===== config.mk =====
export PLATFORM = sky130hd
export DESIGN_NAME = uart_tx_flex
export DESIGN_NICKNAME = d
export VERILOG_FILES = /design/src/rtl/uart_pkg.sv /design/src/rtl/uart_baud_cnt.sv /design/src/rtl/uart_tx_flex.sv
export SDC_FILE = /design/constraint.sdc
export NUM_CORES = 1
export LEC_CHECK = 0
export CAP_MARGIN = 20
export CORE_MARGIN = 4
export CORE_UTILIZATION = 45
export CTS_CLUSTER_SIZE = 20
export DETAILED_ROUTE_END_ITERATION = 12
export DONT_BUFFER_PORTS = 1
export PLACE_DENSITY = 0.61
export RECOVER_POWER = 100
export SYNTH_ARGS = -nofsm -noshare
export SYNTH_HDL_FRONTEND = slang
export SYNTH_SLANG_ARGS = --single-unit

===== constraint.sdc =====
create_clock -name i_clk -period 5.9 [get_ports i_clk]
set_input_delay 0.59 -clock i_clk [delete_from_list [all_inputs] [get_ports i_clk]]
set_output_delay 0.59 -clock i_clk [all_outputs]
set_load 0.05 [all_outputs]

===== src/rtl/uart_pkg.sv =====
// Shared UART transmitter types and data-width limits.
// UART_TX_PARITY_EN adds the PARITY state to the TX state enum.
package uart_pkg;

    localparam int UART_DATA_W_MIN = 5;
    localparam int UART_DATA_W_MAX = 9;

    typedef enum logic [2:0] {
        PAR_NONE  = 3'd0,
        PAR_EVEN  = 3'd1,
        PAR_ODD   = 3'd2,
        PAR_MARK  = 3'd3,
        PAR_SPACE = 3'd4
    } uart_parity_t;

    typedef enum logic [2:0] {
        TX_IDLE   = 3'd0,
        TX_START  = 3'd1,
        TX_DATA   = 3'd2,
`ifdef UART_TX_PARITY_EN
        TX_PARITY = 3'd3,
`endif
        TX_STOP   = 3'd4,
        TX_STOP2  = 3'd5
    } uart_tx_state_t;

endpackage


===== src/rtl/uart_baud_cnt.sv =====
// Bit-period down-counter: reloads on load or at terminal count, pulses bit_end
// on the last clock of each bit.
module uart_baud_cnt #(
    parameter int BIT_LEN_W = 32
) (
    input  logic                 clk,
    input  logic                 nrst,
    input  logic                 load,
    input  logic                 en,
    input  logic [BIT_LEN_W-1:0] period,
    output logic                 bit_end
);

    logic [BIT_LEN_W-1:0] cnt;
    logic [BIT_LEN_W-1:0] reload;

    // A zero period behaves like a one-clock bit.
    assign reload  = (period == '0) ? '0 : period - BIT_LEN_W'(1);
    assign bit_end = en && (cnt == '0);

    always_ff @(posedge clk) begin
        if (!nrst) begin
            cnt <= '0;
        end else if (load) begin
            cnt <= reload;
        end else if (en) begin
            cnt <= (cnt == '0) ? reload : cnt - BIT_LEN_W'(1);
        end
    end

endmodule


===== src/rtl/uart_tx_flex.sv =====
// Configurable UART transmitter with per-frame width, bit order, parity and stop bits.
// Parity support is compiled in only when UART_TX_PARITY_EN is defined.
//
// state     | meaning
// ----------+-----------------------------------------------
// TX_IDLE   | line high, ready for a frame (when CTS allows)
// TX_START  | start bit (0)
// TX_DATA   | data bits, captured order, nbits_q of them
// TX_PARITY | parity bit (parity builds only)
// TX_STOP   | first stop bit (1)
// TX_STOP2  | optional second stop bit (1)
module uart_tx_flex
    import uart_pkg::*;
#(
    parameter int DATA_W_MAX = 9,
    parameter int BIT_LEN_W  = 32
) (
    input  logic                  i_clk,
    input  logic                  i_nrst,
    input  logic                  i_valid,
    output logic                  o_ready,
    input  logic [DATA_W_MAX-1:0] i_data,
    input  logic [3:0]            i_data_bits,
    input  logic [BIT_LEN_W-1:0]  i_bit_length,
    input  logic                  i_msb_first,
    input  uart_parity_t          i_parity_mode,
    input  logic                  i_stop2,
    input  logic                  i_cts,
    input  logic                  i_hw_flow_control_enable,
    output logic                  o_tx,
    output logic                  o_busy,
    output logic                  o_done
);

    uart_tx_state_t state, state_nxt;

    logic                  tx_q, tx_nxt;
    logic                  done_q;
    logic                  shift;
    logic                  accept;
    logic                  bit_end;
    logic [DATA_W_MAX-1:0] sh;
    logic [DATA_W_MAX-1:0] data_ord;
    logic [DATA_W_MAX-1:0] mask;
    logic [3:0]            nb_cl;
    logic [3:0]            nbits_q;
    logic [3:0]            idx;
    logic [BIT_LEN_W-1:0]  len_q;
    logic                  stop2_q;

    assign o_ready = (state == TX_IDLE) && (i_cts || !i_hw_flow_control_enable);
    assign accept  = i_valid && o_ready;
    assign o_busy  = (state != TX_IDLE);
    assign o_tx    = tx_q;
    assign o_done  = done_q;

    always_comb begin
        nb_cl = i_data_bits;
        if (i_data_bits < 4'(UART_DATA_W_MIN)) begin
            nb_cl = 4'(UART_DATA_W_MIN);
        end else if (i_data_bits > 4'(DATA_W_MAX)) begin
            nb_cl = 4'(DATA_W_MAX);
        end
    end

    // Reorder at capture so the shifter always sends from bit 0.
    always_comb begin
        mask     = '0;
        data_ord = '0;
        for (int i = 0; i < DATA_W_MAX; i++) begin
            mask[i] = (4'(i) < nb_cl);
            if (mask[i]) begin
                data_ord[i] = i_msb_first ? i_data[nb_cl - 4'(i) - 4'd1] : i_data[i];
            end
        end
    end

`ifdef UART_TX_PARITY_EN
    logic par_calc;
    logic par_en_c, par_bit_c;
    logic par_en_q, par_bit_q;

    assign par_calc = ^(i_data & mask);

    always_comb begin
        par_en_c  = 1'b1;
        par_bit_c = 1'b0;
        case (i_parity_mode)
            PAR_EVEN:  par_bit_c = par_calc;
            PAR_ODD:   par_bit_c = ~par_calc;
            PAR_MARK:  par_bit_c = 1'b1;
            PAR_SPACE: par_bit_c = 1'b0;
            default:   par_en_c  = 1'b0;
        endcase
    end

    always_ff @(posedge i_clk) begin
        if (!i_nrst) begin
            par_en_q  <= 1'b0;
            par_bit_q <= 1'b0;
        end else if (accept) begin
            par_en_q  <= par_en_c;
            par_bit_q <= par_bit_c;
        end
    end
`else
    logic unused_parity;
    assign unused_parity = ^i_parity_mode;
`endif

    uart_baud_cnt #(
        .BIT_LEN_W (BIT_LEN_W)
    ) u_baud (
        .clk     (i_clk),
        .nrst    (i_nrst),
        .load    (accept),
        .en      (state != TX_IDLE),
        .period  (accept ? i_bit_length : len_q),
        .bit_end (bit_end)
    );

    always_comb begin
        state_nxt = state;
        tx_nxt    = tx_q;
        shift     = 1'b0;
        case (state)
            TX_IDLE: begin
                tx_nxt = 1'b1;
                if (accept) begin
                    state_nxt = TX_START;
                    tx_nxt    = 1'b0;
                end
            end
            TX_START: begin
                if (bit_end) begin
                    state_nxt = TX_DATA;
                    tx_nxt    = sh[0];
                end
            end
            TX_DATA: begin
                if (bit_end) begin
                    if (idx == nbits_q - 4'd1) begin
`ifdef UART_TX_PARITY_EN
                        if (par_en_q) begin
                            state_nxt = TX_PARITY;
                            tx_nxt    = par_bit_q;
                        end else begin
                            state_nxt = TX_STOP;
                            tx_nxt    = 1'b1;
                        end
`else
                        state_nxt = TX_STOP;
                        tx_nxt    = 1'b1;
`endif
                    end else begin
                        tx_nxt = sh[1];
                        shift  = 1'b1;
                    end
                end
            end
`ifdef UART_TX_PARITY_EN
            TX_PARITY: begin
                if (bit_end) begin
                    state_nxt = TX_STOP;
                    tx_nxt    = 1'b1;
                end
            end
`endif
            TX_STOP: begin
                tx_nxt = 1'b1;
                if (bit_end) begin
                    state_nxt = stop2_q ? TX_STOP2 : TX_IDLE;
                end
            end
            TX_STOP2: begin
                tx_nxt = 1'b1;
                if (bit_end) begin
                    state_nxt = TX_IDLE;
                end
            end
            default: begin
                state_nxt = TX_IDLE;
                tx_nxt    = 1'b1;
            end
        endcase
    end

    always_ff @(posedge i_clk) begin
        if (!i_nrst) begin
            state   <= TX_IDLE;
            tx_q    <= 1'b1;
            done_q  <= 1'b0;
            sh      <= '0;
            nbits_q <= '0;
            idx     <= '0;
            len_q   <= '0;
            stop2_q <= 1'b0;
        end else begin
            state  <= state_nxt;
            tx_q   <= tx_nxt;
            done_q <= (state != TX_IDLE) && (state_nxt == TX_IDLE);
            if (accept) begin
                sh      <= data_ord;
                nbits_q <= nb_cl;
                idx     <= '0;
                len_q   <= i_bit_length;
                stop2_q <= i_stop2;
            end else if (shift) begin
                sh  <= sh >> 1;
                idx <= idx + 4'd1;
            end
        end
    end

endmodule


==> impl_metrics.ini <==
[worst_setup_path]
max_stage_delay_ps = 810
worst_ep_required_time_ps = 6090
crit_fanout = 20
reg2reg_to = u_baud.cnt[31]
r2r_slack_ps = 930
r2r_start = state[1]
rr_worst_depth = 11
crit_start = state[1]
arrival_ps = 5160
end_kind = flop
cp_slowest_cell = clkbuf_1
worstPathCellList = nor3_4 -> clkbuf_1 -> inv_1 -> nor3_1 -> clkbuf_1 -> mux2i_2 -> buf_4 -> o2111ai_2 -> or4_1 -> a41oi_1 -> a21oi_1
cp_common_cell = clkbuf_1
worstSetupStartpointType = flop
critPathKind = flop to flop

[clock_tree]
numCtsBuffers = 9
cts.path.max_buffers = 2
clock_sinks = 87
cts_tree = yes
cts.htree.levels = 3
root_buffer = clkbuf_16
clk-insertion-delay-late_ps = 350
postCtsSetupBuffers = 0
clk_pin_slew_worst_paths_ps = 60
cts_hold_buf = 0
cts_resized = 0

[synthesis]
syn_area_um2 = 6460
synth_warnings = 0
synth-edff-count = 0
synth.avg_cell_area_um2 = 7.98
synth_flop_cell = dfxtp_1
syn_inst = 810
synth-async-reset-ratio_pct = 0
netlist-cell-type-count = 79
synth_nets = 882
ys_ff_latch = 87
ys_seq_area_share_pct = 27.0

[timing]
clock_skew_ps = 8.66
rsz0062_at_grt = false
final-setup-viol-count = 0
max_freq_mhz = 201
tns_ps = 0
period_share_pct = 84.2
worst_pin_slew_ps = 1460
drv_slew = 0
fin_crit_ps = 4970
slew_headroom_pct = 1.95
hold_viol_final = 0
setup_slack_ps = 934

[worst_hold_path]
min-delay-start = i_nrst
hold_end = sh[6]
min_path_cells = 1
worstHoldPathType = input port to flop

[cells_and_area]
drive_above_1_share_pct = 8.15
design_area_um2 = 6740
area_delta_synth_final_pct = 4.34
n_antenna_cell = 0
num-nets-final = 852
nFillCells = 1418

[drt]
drt-total-wl_um = 18400
drc = 0
wire_per_inst_um = 19.0
drt_iter0_markers = 541
vias_per_cell = 6.37
routed-via-count = 6143
ant_nets = 0
drt_first_pass_iters = 7

[global_routing]
grt_start_max_net_pins = 70
antenna_found_initial = 0
grt.total_usage_pct = 22.6
grt_pass1_wl_um = 30200
grt_pass1_vias = 5875
grt_overflow = 0

[floorplan]
initial_core_util_pct = 46.2
num_io_pins = 59
die_x_um = 128
die_h_um = 128
coreArea_um2 = 14000
die-area_um2 = 16300
rows = 43

[power_and_ir_drop]
p_sw_uw = 1200
pwr-share-comb_pct = 48.2
internal-power_uw = 1530
total_leakage_power_uw = 0.00244
power.density_nw_per_um2 = 405
power_frac_seq_pct = 30.2
ir_worst_vdd_mv = 0.176
p_clk_share_pct = 21.5
p_sw_share_pct = 44.0

[place]
dp_slack_ps = 1650
port-buffer-count = 0
place.gp.congestion = 0.903
place_area_um2 = 6510
hpwl_um = 13000

[run_status]
status = finished, final reports clean

[flow_run]
cap_violations = 0
## state kept, by name, indices dropped and copies added, names as in the netlist
name / flops
idx: 4
len_q: 32
nbits_q: 4
o_done: 1
o_tx: 1
sh: 9
state: 3
stop2_q: 1
u_baud.cnt: 32
## worst max-delay path, delay by kind of cell, from the launching register on
family / cells / cell delay (ps)
buffers and inverters: 4 / 2230
flip-flops: 1 / 430
AND/OR/NAND/NOR: 3 / 1260
AO/OA/AOI/OAI: 3 / 600
multiplexers: 1 / 280
## placed cells by master (no fill, tap or decap), types with 5 or more instances in the layout
| cell type | Yosys | final |
|---|---|---|
| a21o_1 | 5 | 5 |
| nand3b_1 | 5 | 5 |
| a21oi_1 | 62 | 62 |
| buf_4 | 1 | 7 |
| o21a_1 | 7 | 7 |
| nand4b_1 | 5 | 5 |
| clkbuf_1 | 29 | 5 |
| nor2_1 | 80 | 80 |
| o31ai_1 | 12 | 12 |
| nor4_1 | 23 | 24 |
| a211oi_1 | 6 | 6 |
| dfxtp_1 | 87 | 87 |
| nand4_1 | 11 | 11 |
| mux2_2 | 5 | 5 |
| xor2_1 | 23 | 23 |
| nor3_1 | 31 | 33 |
| nand2_1 | 81 | 81 |
| o22ai_1 | 11 | 11 |
| a31oi_1 | 12 | 12 |
| or3_1 | 17 | 17 |
| o32ai_1 | 5 | 5 |
| or4_1 | 11 | 12 |
| inv_1 | 13 | 14 |
| o21ai_0 | 41 | 41 |
| mux2i_1 | 37 | 38 |
| a22oi_1 | 6 | 6 |
| mux4_2 | 7 | 7 |
| xnor2_1 | 21 | 21 |
| nand3_1 | 25 | 27 |
| ha_1 | 17 | 17 |
| and2_1 | 6 | 5 |
| clkbuf_16 | 0 | 9 |
## stage by stage
stage | hold WS, ps | total power (uW) | instances | util, %
3_5_place_dp | 463 | 2170 | 949 | 46.5
4_1_cts | 356 | 2760 | 965 | 48.7
3_3_place_gp | 463 | 2140 | 949 | 46.5
2_1_floorplan | 442 | 1900 | 810 | -
5_1_grt | 353 | 2910 | 965 | 48.2
6_report | 367 | 2730 | 965 | 48.2
## synthesized netlist by cell type, types with 13 or more instances
cell type	n	share of area, %
xor2_1	23	3.1
o21ai_0	41	3.2
or3_1	17	1.6
nand2_1	81	4.7
mux2i_1	37	5.7
dfxtp_1	87	27
nor4_1	23	2.2
inv_1	13	0.76
ha_1	17	3.3
xnor2_1	21	2.8
a21oi_1	62	4.8
clkbuf_1	29	1.7
nand3_1	25	1.9
nor2_1	80	4.6
nor3_1	31	2.4
## cell type report
cell class	count	area [um2]	area share (%)
flip-flops and latches	87	1740	25.8
inverters	18	67.6	1.00
clock inverters	2	38.8	0.575
multi-input cells	655	4350	64.4
well taps	180	225	3.34
clock buffers	14	264	3.92
repair buffers	9	60.1	0.891
## power by group through the flow
stage | combinational [uW] | clock, uW | sequential, uW
6_report | 1320 | 588 | 826
5_1_grt | 1450 | 623 | 842
4_1_cts | 1340 | 601 | 822
3_5_place_dp | 1330 | 0 | 834
3_3_place_gp | 1310 | 0 | 828
2_1_floorplan | 1110 | 0 | 797
## cell families after synthesis
group                      count (synthesis)  share of synthesized area [%]
xor gates and xnor gates                  44                           5.96
buffers and inverters                     68                           4.86
muxes                                     53                           9.85
DFF                                       87                           27.0
AOI/OAI and AO/OA                        208                           21.1
adders and majority gates                 17                           3.29
and+or+nand+nor                          333                           27.9
## routing by layer
layer | part of all wire [%] | routed length [um] | vias up | track usage, %
li1 | - | - | 2965 | -
met1 | 46 | 8360 | 2936 | 31.1
met2 | 46 | 8360 | 214 | 35.5
met3 | 7.4 | 1350 | 28 | 4.42
met4 | 1.6 | 294 | 0 | 7.55
met5 | 0 | 0 | - | 0
## worst max-delay path by stage
stage                endpoint  slack, ps  cells past startpoint
6_report       u_baud.cnt[31]        930                     11
5_1_grt        u_baud.cnt[25]        620                     10
4_1_cts        u_baud.cnt[21]       1630                     11
3_5_place_dp   u_baud.cnt[29]       1650                     11
3_3_place_gp   u_baud.cnt[21]       1670                     11
2_1_floorplan  u_baud.cnt[20]       1660                     16
Note: power is estimated with default switching activity, not from simulation.
